[config.mk]
export PLATFORM = sky130hd
export DESIGN_NAME = pc_sequencer
export DESIGN_NICKNAME = d
export VERILOG_FILES = /design/src/rtl/pc_pkg.sv /design/src/rtl/pc_sequencer_ras_stack.sv /design/src/rtl/pc_sequencer.sv
export SDC_FILE = /design/constraint.sdc
export NUM_CORES = 1
export LEC_CHECK = 0
export CAP_MARGIN = 40
export CORE_UTILIZATION = 42
export CTS_BUF_LIST = sky130_fd_sc_hd__clkbuf_4 sky130_fd_sc_hd__clkbuf_8
export CTS_CLUSTER_SIZE = 25
export DETAILED_ROUTE_END_ITERATION = 10
export PLACE_DENSITY = 0.79
export RECOVER_POWER = 25
export SLEW_MARGIN = 20
export SYNTH_ARGS = -nofsm -noshare
export SYNTH_HDL_FRONTEND = slang
export SYNTH_SLANG_ARGS = --single-unit
[constraint.sdc]
create_clock -name Clk -period 2.95 [get_ports Clk]
set_input_delay 0.295 -clock Clk [delete_from_list [all_inputs] [get_ports Clk]]
set_output_delay 0.295 -clock Clk [all_outputs]
set_load 0.01 [all_outputs]
[src/rtl/pc_pkg.sv]
// -----------------------------------------------------------------------------
// pc_pkg
// Shared definitions for the program-counter sequencer:
//   next_src_e     - which source supplies the next PC value
//   PC_DEFAULT_STEP- default sequential increment in bytes
//   step_shift()   - log2 of the (power-of-two) step; this is the number of
//                    low PC bits that must be zero for an aligned target
// -----------------------------------------------------------------------------
package pc_pkg;

   typedef enum logic [2:0] {
      SRC_SEQ    = 3'd0,
      SRC_BRANCH = 3'd1,
      SRC_JUMP   = 3'd2,
      SRC_JREG   = 3'd3,
      SRC_RET    = 3'd4,
      SRC_HOLD   = 3'd5
   } next_src_e;

   localparam int unsigned PC_DEFAULT_STEP = 4;

   function automatic int unsigned step_shift(input int unsigned step);
      int unsigned s;
      s = 0;
      for (int i = 0; i < 32; i++) begin
         if ((32'd1 << i) == step) s = i;
      end
      return s;
   endfunction

endpackage

[src/rtl/pc_sequencer_ras_stack.sv]
// -----------------------------------------------------------------------------
// ras_stack
// Circular return-address stack. A push onto a full stack overwrites the
// oldest entry and the count saturates at DEPTH. Pop and push in the same
// cycle replace the top entry and leave the count unchanged. A pop on an
// empty stack is ignored.
//
// Ports:
//   clk_i    - clock, rising edge
//   rst_i    - asynchronous active-high reset, clears all entries and count
//   push_i   - push data_i
//   pop_i    - pop the top entry
//   data_i   - value to push
//   top_o    - current top entry (valid when empty_o is low)
//   count_o  - number of valid entries, 0..DEPTH
//   empty_o  - no valid entries
//   full_o   - DEPTH valid entries
// -----------------------------------------------------------------------------
module ras_stack #(
   parameter int DEPTH = 4,
   parameter int WIDTH = 32
) (
   input  logic                       clk_i,
   input  logic                       rst_i,
   input  logic                       push_i,
   input  logic                       pop_i,
   input  logic [WIDTH-1:0]           data_i,
   output logic [WIDTH-1:0]           top_o,
   output logic [$clog2(DEPTH+1)-1:0] count_o,
   output logic                       empty_o,
   output logic                       full_o
);

   localparam int PTR_W = $clog2(DEPTH);
   localparam int CNT_W = $clog2(DEPTH+1);

   logic [WIDTH-1:0] mem_q [DEPTH];
   // sp_q is the next write slot; the top entry lives one below it. Because
   // DEPTH is a power of two the pointer wraps naturally, which is what makes
   // a push onto a full stack land on the oldest entry.
   logic [PTR_W-1:0] sp_q, sp_d;
   logic [CNT_W-1:0] cnt_q, cnt_d;
   logic [PTR_W-1:0] top_idx;
   logic [PTR_W-1:0] wr_idx;
   logic             do_pop;
   logic             do_write;

   assign top_idx = sp_q - PTR_W'(1);
   assign empty_o = (cnt_q == '0);
   assign full_o  = (cnt_q == CNT_W'(DEPTH));
   assign count_o = cnt_q;
   assign top_o   = mem_q[top_idx];
   assign do_pop  = pop_i & ~empty_o;

   always_comb begin
      sp_d     = sp_q;
      cnt_d    = cnt_q;
      wr_idx   = sp_q;
      do_write = 1'b0;
      if (push_i && do_pop) begin
         wr_idx   = top_idx;
         do_write = 1'b1;
      end else if (push_i) begin
         do_write = 1'b1;
         sp_d     = sp_q + PTR_W'(1);
         if (!full_o) cnt_d = cnt_q + CNT_W'(1);
      end else if (do_pop) begin
         sp_d  = top_idx;
         cnt_d = cnt_q - CNT_W'(1);
      end
   end

   always_ff @(posedge clk_i or posedge rst_i) begin
      if (rst_i) begin
         sp_q  <= '0;
         cnt_q <= '0;
         for (int i = 0; i < DEPTH; i++) mem_q[i] <= '0;
      end else begin
         sp_q  <= sp_d;
         cnt_q <= cnt_d;
         if (do_write) mem_q[wr_idx] <= data_i;
      end
   end

endmodule

[src/rtl/pc_sequencer.sv]
// -----------------------------------------------------------------------------
// pc_sequencer
// Registered program counter for the fetch stage. Each cycle the next PC is
// chosen by priority: Stall (hold), Return, JumpReg, Jump, Branch, sequential.
// Sequential adds STEP; Branch adds STEP plus the sign-extended word offset
// scaled by STEP. Jump targets have their low log2(STEP) bits cleared, and a
// nonzero low part raises a one-cycle Misalign pulse after the load.
//
// Build option PC_SEQ_RAS_EN: when defined, a return-address stack is built;
// Call with a taken Jump/JumpReg pushes PCPlusStep and Return pops into PC.
// When undefined, Call and Return are ignored, RasEmpty=1, RasFull=0,
// Underflow=0.
//
// Ports:
//   Clk, Reset         - clock (rising edge), async active-high reset
//   Stall              - hold PC and stack, suppress error pulses
//   Branch/BranchOffset- taken conditional branch and signed word offset
//   Jump/JumpTarget    - absolute jump
//   JumpReg/RegTarget  - register-indirect jump
//   Call, Return       - stack push qualifier, stack pop
//   PC, PCPlusStep     - registered PC and PC+STEP
//   RasEmpty, RasFull  - stack occupancy flags
//   Underflow          - pulse: Return with an empty stack
//   Misalign           - pulse: jump target had nonzero low bits
// -----------------------------------------------------------------------------
module pc_sequencer
   import pc_pkg::*;
#(
   parameter int                 WIDTH        = 32,
   parameter int                 STEP         = PC_DEFAULT_STEP,
   parameter int                 OFFSET_BITS  = 16,
   parameter logic [WIDTH-1:0]   RESET_VECTOR = '0,
   parameter int                 RAS_DEPTH    = 4
) (
   input  logic                   Clk,
   input  logic                   Reset,
   input  logic                   Stall,
   input  logic                   Branch,
   input  logic [OFFSET_BITS-1:0] BranchOffset,
   input  logic                   Jump,
   input  logic [WIDTH-1:0]       JumpTarget,
   input  logic                   JumpReg,
   input  logic [WIDTH-1:0]       RegTarget,
   input  logic                   Call,
   input  logic                   Return,
   output logic [WIDTH-1:0]       PC,
   output logic [WIDTH-1:0]       PCPlusStep,
   output logic                   RasEmpty,
   output logic                   RasFull,
   output logic                   Underflow,
   output logic                   Misalign
);

   localparam int               SHIFT    = int'(step_shift(STEP));
   localparam logic [WIDTH-1:0] LOW_MASK = WIDTH'(STEP - 1);

   logic [WIDTH-1:0] pc_q, pc_d;
   logic             underflow_q, underflow_d;
   logic             misalign_q, misalign_d;
   logic [WIDTH-1:0] pc_plus;
   logic [WIDTH-1:0] off_ext;
   logic [WIDTH-1:0] branch_tgt;
   next_src_e        src;

   logic             ret_req;
   logic             ras_empty;
   logic [WIDTH-1:0] ras_top;

   assign pc_plus    = pc_q + WIDTH'(STEP);
   assign off_ext    = {{(WIDTH-OFFSET_BITS){BranchOffset[OFFSET_BITS-1]}}, BranchOffset};
   assign branch_tgt = pc_plus + (off_ext << SHIFT);

`ifdef PC_SEQ_RAS_EN
   logic                         ras_push;
   logic                         ras_pop;
   logic                         ras_full;
   logic [$clog2(RAS_DEPTH+1)-1:0] unused_ras_count;

   // The push is gated only by Call and a taken jump: when Return is also
   // present the PC comes from the stack, but the return address still goes
   // in, replacing the popped top.
   assign ras_push = ~Stall & Call & (Jump | JumpReg);
   assign ras_pop  = ~Stall & Return;
   assign ret_req  = Return;

   ras_stack #(
      .DEPTH (RAS_DEPTH),
      .WIDTH (WIDTH)
   ) u_ras (
      .clk_i   (Clk),
      .rst_i   (Reset),
      .push_i  (ras_push),
      .pop_i   (ras_pop),
      .data_i  (pc_plus),
      .top_o   (ras_top),
      .count_o (unused_ras_count),
      .empty_o (ras_empty),
      .full_o  (ras_full)
   );

   assign RasEmpty  = ras_empty;
   assign RasFull   = ras_full;
   assign Underflow = underflow_q;
`else
   logic unused_ras_inputs;

   assign unused_ras_inputs = ^{Call, Return, underflow_q};
   assign ret_req   = 1'b0;
   assign ras_empty = 1'b1;
   assign ras_top   = '0;
   assign RasEmpty  = 1'b1;
   assign RasFull   = 1'b0;
   assign Underflow = 1'b0;
`endif

   always_comb begin
      src         = SRC_SEQ;
      pc_d        = pc_q;
      underflow_d = 1'b0;
      misalign_d  = 1'b0;

      if (Stall)        src = SRC_HOLD;
      else if (ret_req) src = SRC_RET;
      else if (JumpReg) src = SRC_JREG;
      else if (Jump)    src = SRC_JUMP;
      else if (Branch)  src = SRC_BRANCH;

      case (src)
         SRC_HOLD:   pc_d = pc_q;
         SRC_RET: begin
            if (ras_empty) begin
               pc_d        = pc_plus;
               underflow_d = 1'b1;
            end else begin
               pc_d = ras_top;
            end
         end
         SRC_JREG: begin
            pc_d       = RegTarget & ~LOW_MASK;
            misalign_d = |(RegTarget & LOW_MASK);
         end
         SRC_JUMP: begin
            pc_d       = JumpTarget & ~LOW_MASK;
            misalign_d = |(JumpTarget & LOW_MASK);
         end
         SRC_BRANCH: pc_d = branch_tgt;
         default:    pc_d = pc_plus;
      endcase
   end

   always_ff @(posedge Clk or posedge Reset) begin
      if (Reset) begin
         pc_q        <= RESET_VECTOR;
         underflow_q <= 1'b0;
         misalign_q  <= 1'b0;
      end else begin
         pc_q        <= pc_d;
         underflow_q <= underflow_d;
         misalign_q  <= misalign_d;
      end
   end

   assign PC         = pc_q;
   assign PCPlusStep = pc_plus;
   assign Misalign   = misalign_q;

endmodule

==> results.md <==
* Site Rows at 36
* PortBufs at 146
* Register bit total from synthesis at 31
* Multi-input logic area at 4080 µm²
* GPL Wtd Cong at 1.05
* Global-route usage over all layers at 35.3%
* Fmax at 302 MHz
* Die area at 10,600 µm²
* H-Tree Depth at 2
* WL per Instance at 21.0 µm
* Clock Latency Late Sink at 0.30 ns
* TritonCTS clock tree: yes
* Most frequent cells in the layout: buf_4 (165), clkdlybuf4s50_1 (137), a21oi_1 (45), nor2_1 (44), nand2_1 (35)
* Final Power at 3.42 mW
* Post-route ant nets at 0
* Psw at 1.42 mW
* Cells after Synth at 545
* Delay-heaviest family, CP: compound AO/OA/AOI/OAI gates
* Hold Vio Cnt, Final at 0
* Endpoints failing setup at 21
* Worst r2r path cells at 13
* CP max stage delay at 0.43 ns
* Synth top area share at 18.2%
* Core Region at 9820 µm²
* Die H at 103 µm
* Filler cells at 592
* Comb pwr share at 71.8%
* Critical Path RT at 3.14 ns
* Register area share after synthesis at 18.2%
* Fin crit period at 3.31 ns
* Int Pwr at 2.00 mW
* Worst slew margin at -33.6%
* Hold Path Origin: Stall
* GRT Residual Overflow at 0
* First-pass GRT wire length at 28,800 µm
* Via Count at 6,048
* Largest net degree at the start of global routing at 37
* Net count, final at 965
* Post-synthesis average cell area at 7.82 µm²
* FF/Latch Area at 782 µm²
* Detailed Route Iter0 Violations at 519
* Worst hold path class: primary input to register
* Synth warnings at 0
* Layout cells sized above 1 at 38.0%
* Bufs and invs on worst path at 1
* Count of cell types in the netlist at 73
* Max FO, Critical Path at 6
* Worst Tran Pin Value at 2.00 ns
* Crit Path Category: register to register
* Clock buffer depth at 2
* Ranking of synthesized cells by area: dfrtp_1 (18%), ha_1 (10%), a21oi_1 (6.6%)
* Peak supply drop at 209 µV
* Number of global-route vias before repair at 5,959
* Post-Syn Area at 4260 µm²
* Outcome: finished with violations
* Critical R2R Launch: PC[7]$_DFFE_PP0N_
* Fin. max-slew vios at 32
* Violated checks: capacitance limit, slew limit, setup timing
* R2r endpoint: PC[30]$_DFFE_PP0N_
* Total routed wirelength at 20,500 µm
* Leak at 3.44 nW
* Drt via density at 6.19
* Maximum clock skew at final layout at 0.00642 ns
* Commonest non-fill, non-tap cell in the layout: buf_4
* Async SR Flop Fraction at 100%
* RSZ-0062 raised after global routing: true
* Clk sinks at 31
* Sequential power share at 16.2%
* Worst setup margin at -0.357 ns
* CTS root buffer: clkbuf_8
* Startpoint types: register
* Power Density at 426 nW/µm²
* Worst setup EP type: register
* Die Span X at 103 µm
* Cell depth of the worst min-delay path at 3
* Clock Pin Slew Worst Setup and Hold Paths at 0.08 ns
* EDFF count, synth at 0
* Area Growth Syn to Fin at 88.1%
* Crit path arrival time at 3.50 ns
* CP cell instances: and4_4 -> nand4_4 -> or2_4 -> xnor2_4 -> ha_4 -> buf_4 -> a21o_1 -> nand2_1 -> nand2_1 -> a221oi_4 -> o31ai_4 -> a31o_1 -> a211o_1
* Initial core utilization at 43.4%
* Post-layout util at 81.6%
* Reg2reg setup slack at -0.36 ns
* HPWL after DPL at 13,600 µm
* I/O pins at 156
* Switching Share at 41.5%
* Tcrit/Tclk final at 112%
* Inserted Clock Buffers at 5
* Remaining routing DRC violations at 0
* Clock power frac at 12.0%
* DR pass1 iterations at 5
* Min-Delay Endpoint: Misalign$_DFF_PP0_
* Yosys top cell by area: dfrtp_1
* Slowest-stage cell, CP: a221oi_4
* CP most frequent cell: nand2_1
* Max-cap viol count at 1
* Primary FF master, synth: dfrtp_1
* Initial antenna violation count at 1
worst max-delay path by stage:
| stage | cells after the start | endpoint | from | slack (ns) |
|---|---|---|---|---|
| final | 13 | PC[30]$_DFFE_PP0N_ | PC[7]$_DFFE_PP0N_ | -0.36 |
| after detailed placement | 13 | PC[29]$_DFFE_PP0N_ | PC[2]$_DFFE_PP0N_ | -0.34 |
| after global routing | 16 | PC[17]$_DFFE_PP0N_ | PC[7]$_DFFE_PP0N_ | -0.46 |
| after floorplan | 13 | PC[30]$_DFFE_PP0N_ | PC[4]$_DFFE_PP0N_ | -0.24 |
| after CTS | 12 | PC[30]$_DFFE_PP0N_ | PC[7]$_DFFE_PP0N_ | -0.21 |
| after global placement | 13 | PC[29]$_DFFE_PP0N_ | PC[2]$_DFFE_PP0N_ | -0.28 |
power by group through the flow:
stage / sequential, mW / combinational, mW / clock, mW
final: 0.553 / 2.45 / 0.411
after global placement: 0.545 / 1.92 / 0
after global routing: 0.559 / 2.59 / 0.422
after detailed placement: 0.550 / 1.98 / 0
after floorplan: 0.617 / 0.929 / 0
after CTS: 0.548 / 2.11 / 0.404
through the flow:
stage	worst slack (ns)	cells	cell area [µm²]	hold WS (ns)	setup TNS, ns
after floorplan	-0.241	550	4480	0.398	-1.17
after global placement	-0.276	938	7000	0.548	-2.19
after detailed placement	-0.345	939	7020	0.568	-3.69
after CTS	-0.210	961	7480	0.437	-2.07
after global routing	-0.458	977	8020	0.569	-6.36
final	-0.357	977	8020	0.544	-3.99
synthesized netlist by cell type (3+ instances only):
cell type  instances
xor2_1            17
buf_2              9
o22ai_1            3
o221ai_1           8
nand3_1            8
a21oi_1           56
mux2_2             3
a21boi_0           3
a221o_1            3
ha_1              34
a22oi_1            3
inv_1             24
nor2_1            51
and3_1             5
clkbuf_1          17
nand2_1           41
a31oi_1            4
nand4_1            5
a211oi_1           5
a221oi_1           8
a21o_1             9
o31ai_1            4
o22a_1             3
buf_4              8
nor3_1             9
o211ai_1           5
or3_1              4
dfrtp_1           31
a311oi_1           3
and2_1             5
nand2b_1           7
o21ai_0           43
o21a_1             9
a222oi_1           9
xnor2_1           30
nand3_2            4
and4_1             8
worst register-to-register path, delay by kind of cell (launching register included):
| kind | cells | cell delay (ns) |
|---|---|---|
| AO/OA/AOI/OAI | 5 | 1.24 |
| AND/OR/NAND/NOR | 5 | 1.04 |
| flip-flops | 1 | 0.36 |
| adder cells (fa/ha/maj) | 1 | 0.24 |
| XOR/XNOR | 1 | 0.18 |
| buffers and inverters | 1 | 0.14 |
final cells by class:
cell class                      instances  share of cell area, %
Sequential cell                        31                   9.75
Clock buffer                            8                   1.30
Tap cell                              133                   2.08
Multi-Input combinational cell        460                   50.9
Antenna cell                            1                 0.0312
Timing Repair Buffer                  320                   34.8
Inverter                               24                   1.12
per-layer routing:
layer | routed length, µm | vias up | share of wire (%) | track usage, %
met5 | 0 | - | 0 | 0
met4 | 1200 | 0 | 5.8 | 18.4
met3 | 1880 | 126 | 9.2 | 6.51
met2 | 10100 | 418 | 49 | 61.6
met1 | 7390 | 2885 | 36 | 41.3
li1 | - | 2619 | - | -
flip-flops by register name, indices dropped and copies added, names as in the netlist:
name      cells
PC           30
Misalign      1
kinds of logic after synthesis:
group           synth area share [%]
mux                             1.03
flops                           18.2
simple gates                    20.8
fa+ha+maj                       10.4
compound gates                  32.6
buf+inv                         6.16
other cells                    0.176
xor+xnor                        10.6
what timing repair did:
action / 4_1_cts / 5_1_grt
hold buffers: 0 / 0
endpoints found under the setup margin: 26 / 29
pin swaps: 44 / 32
setup buffers: 14 / 16
hold endpoints to repair: 0 / 0
resized for setup: 48 / 89
Power figures use the tool's default switching activity.
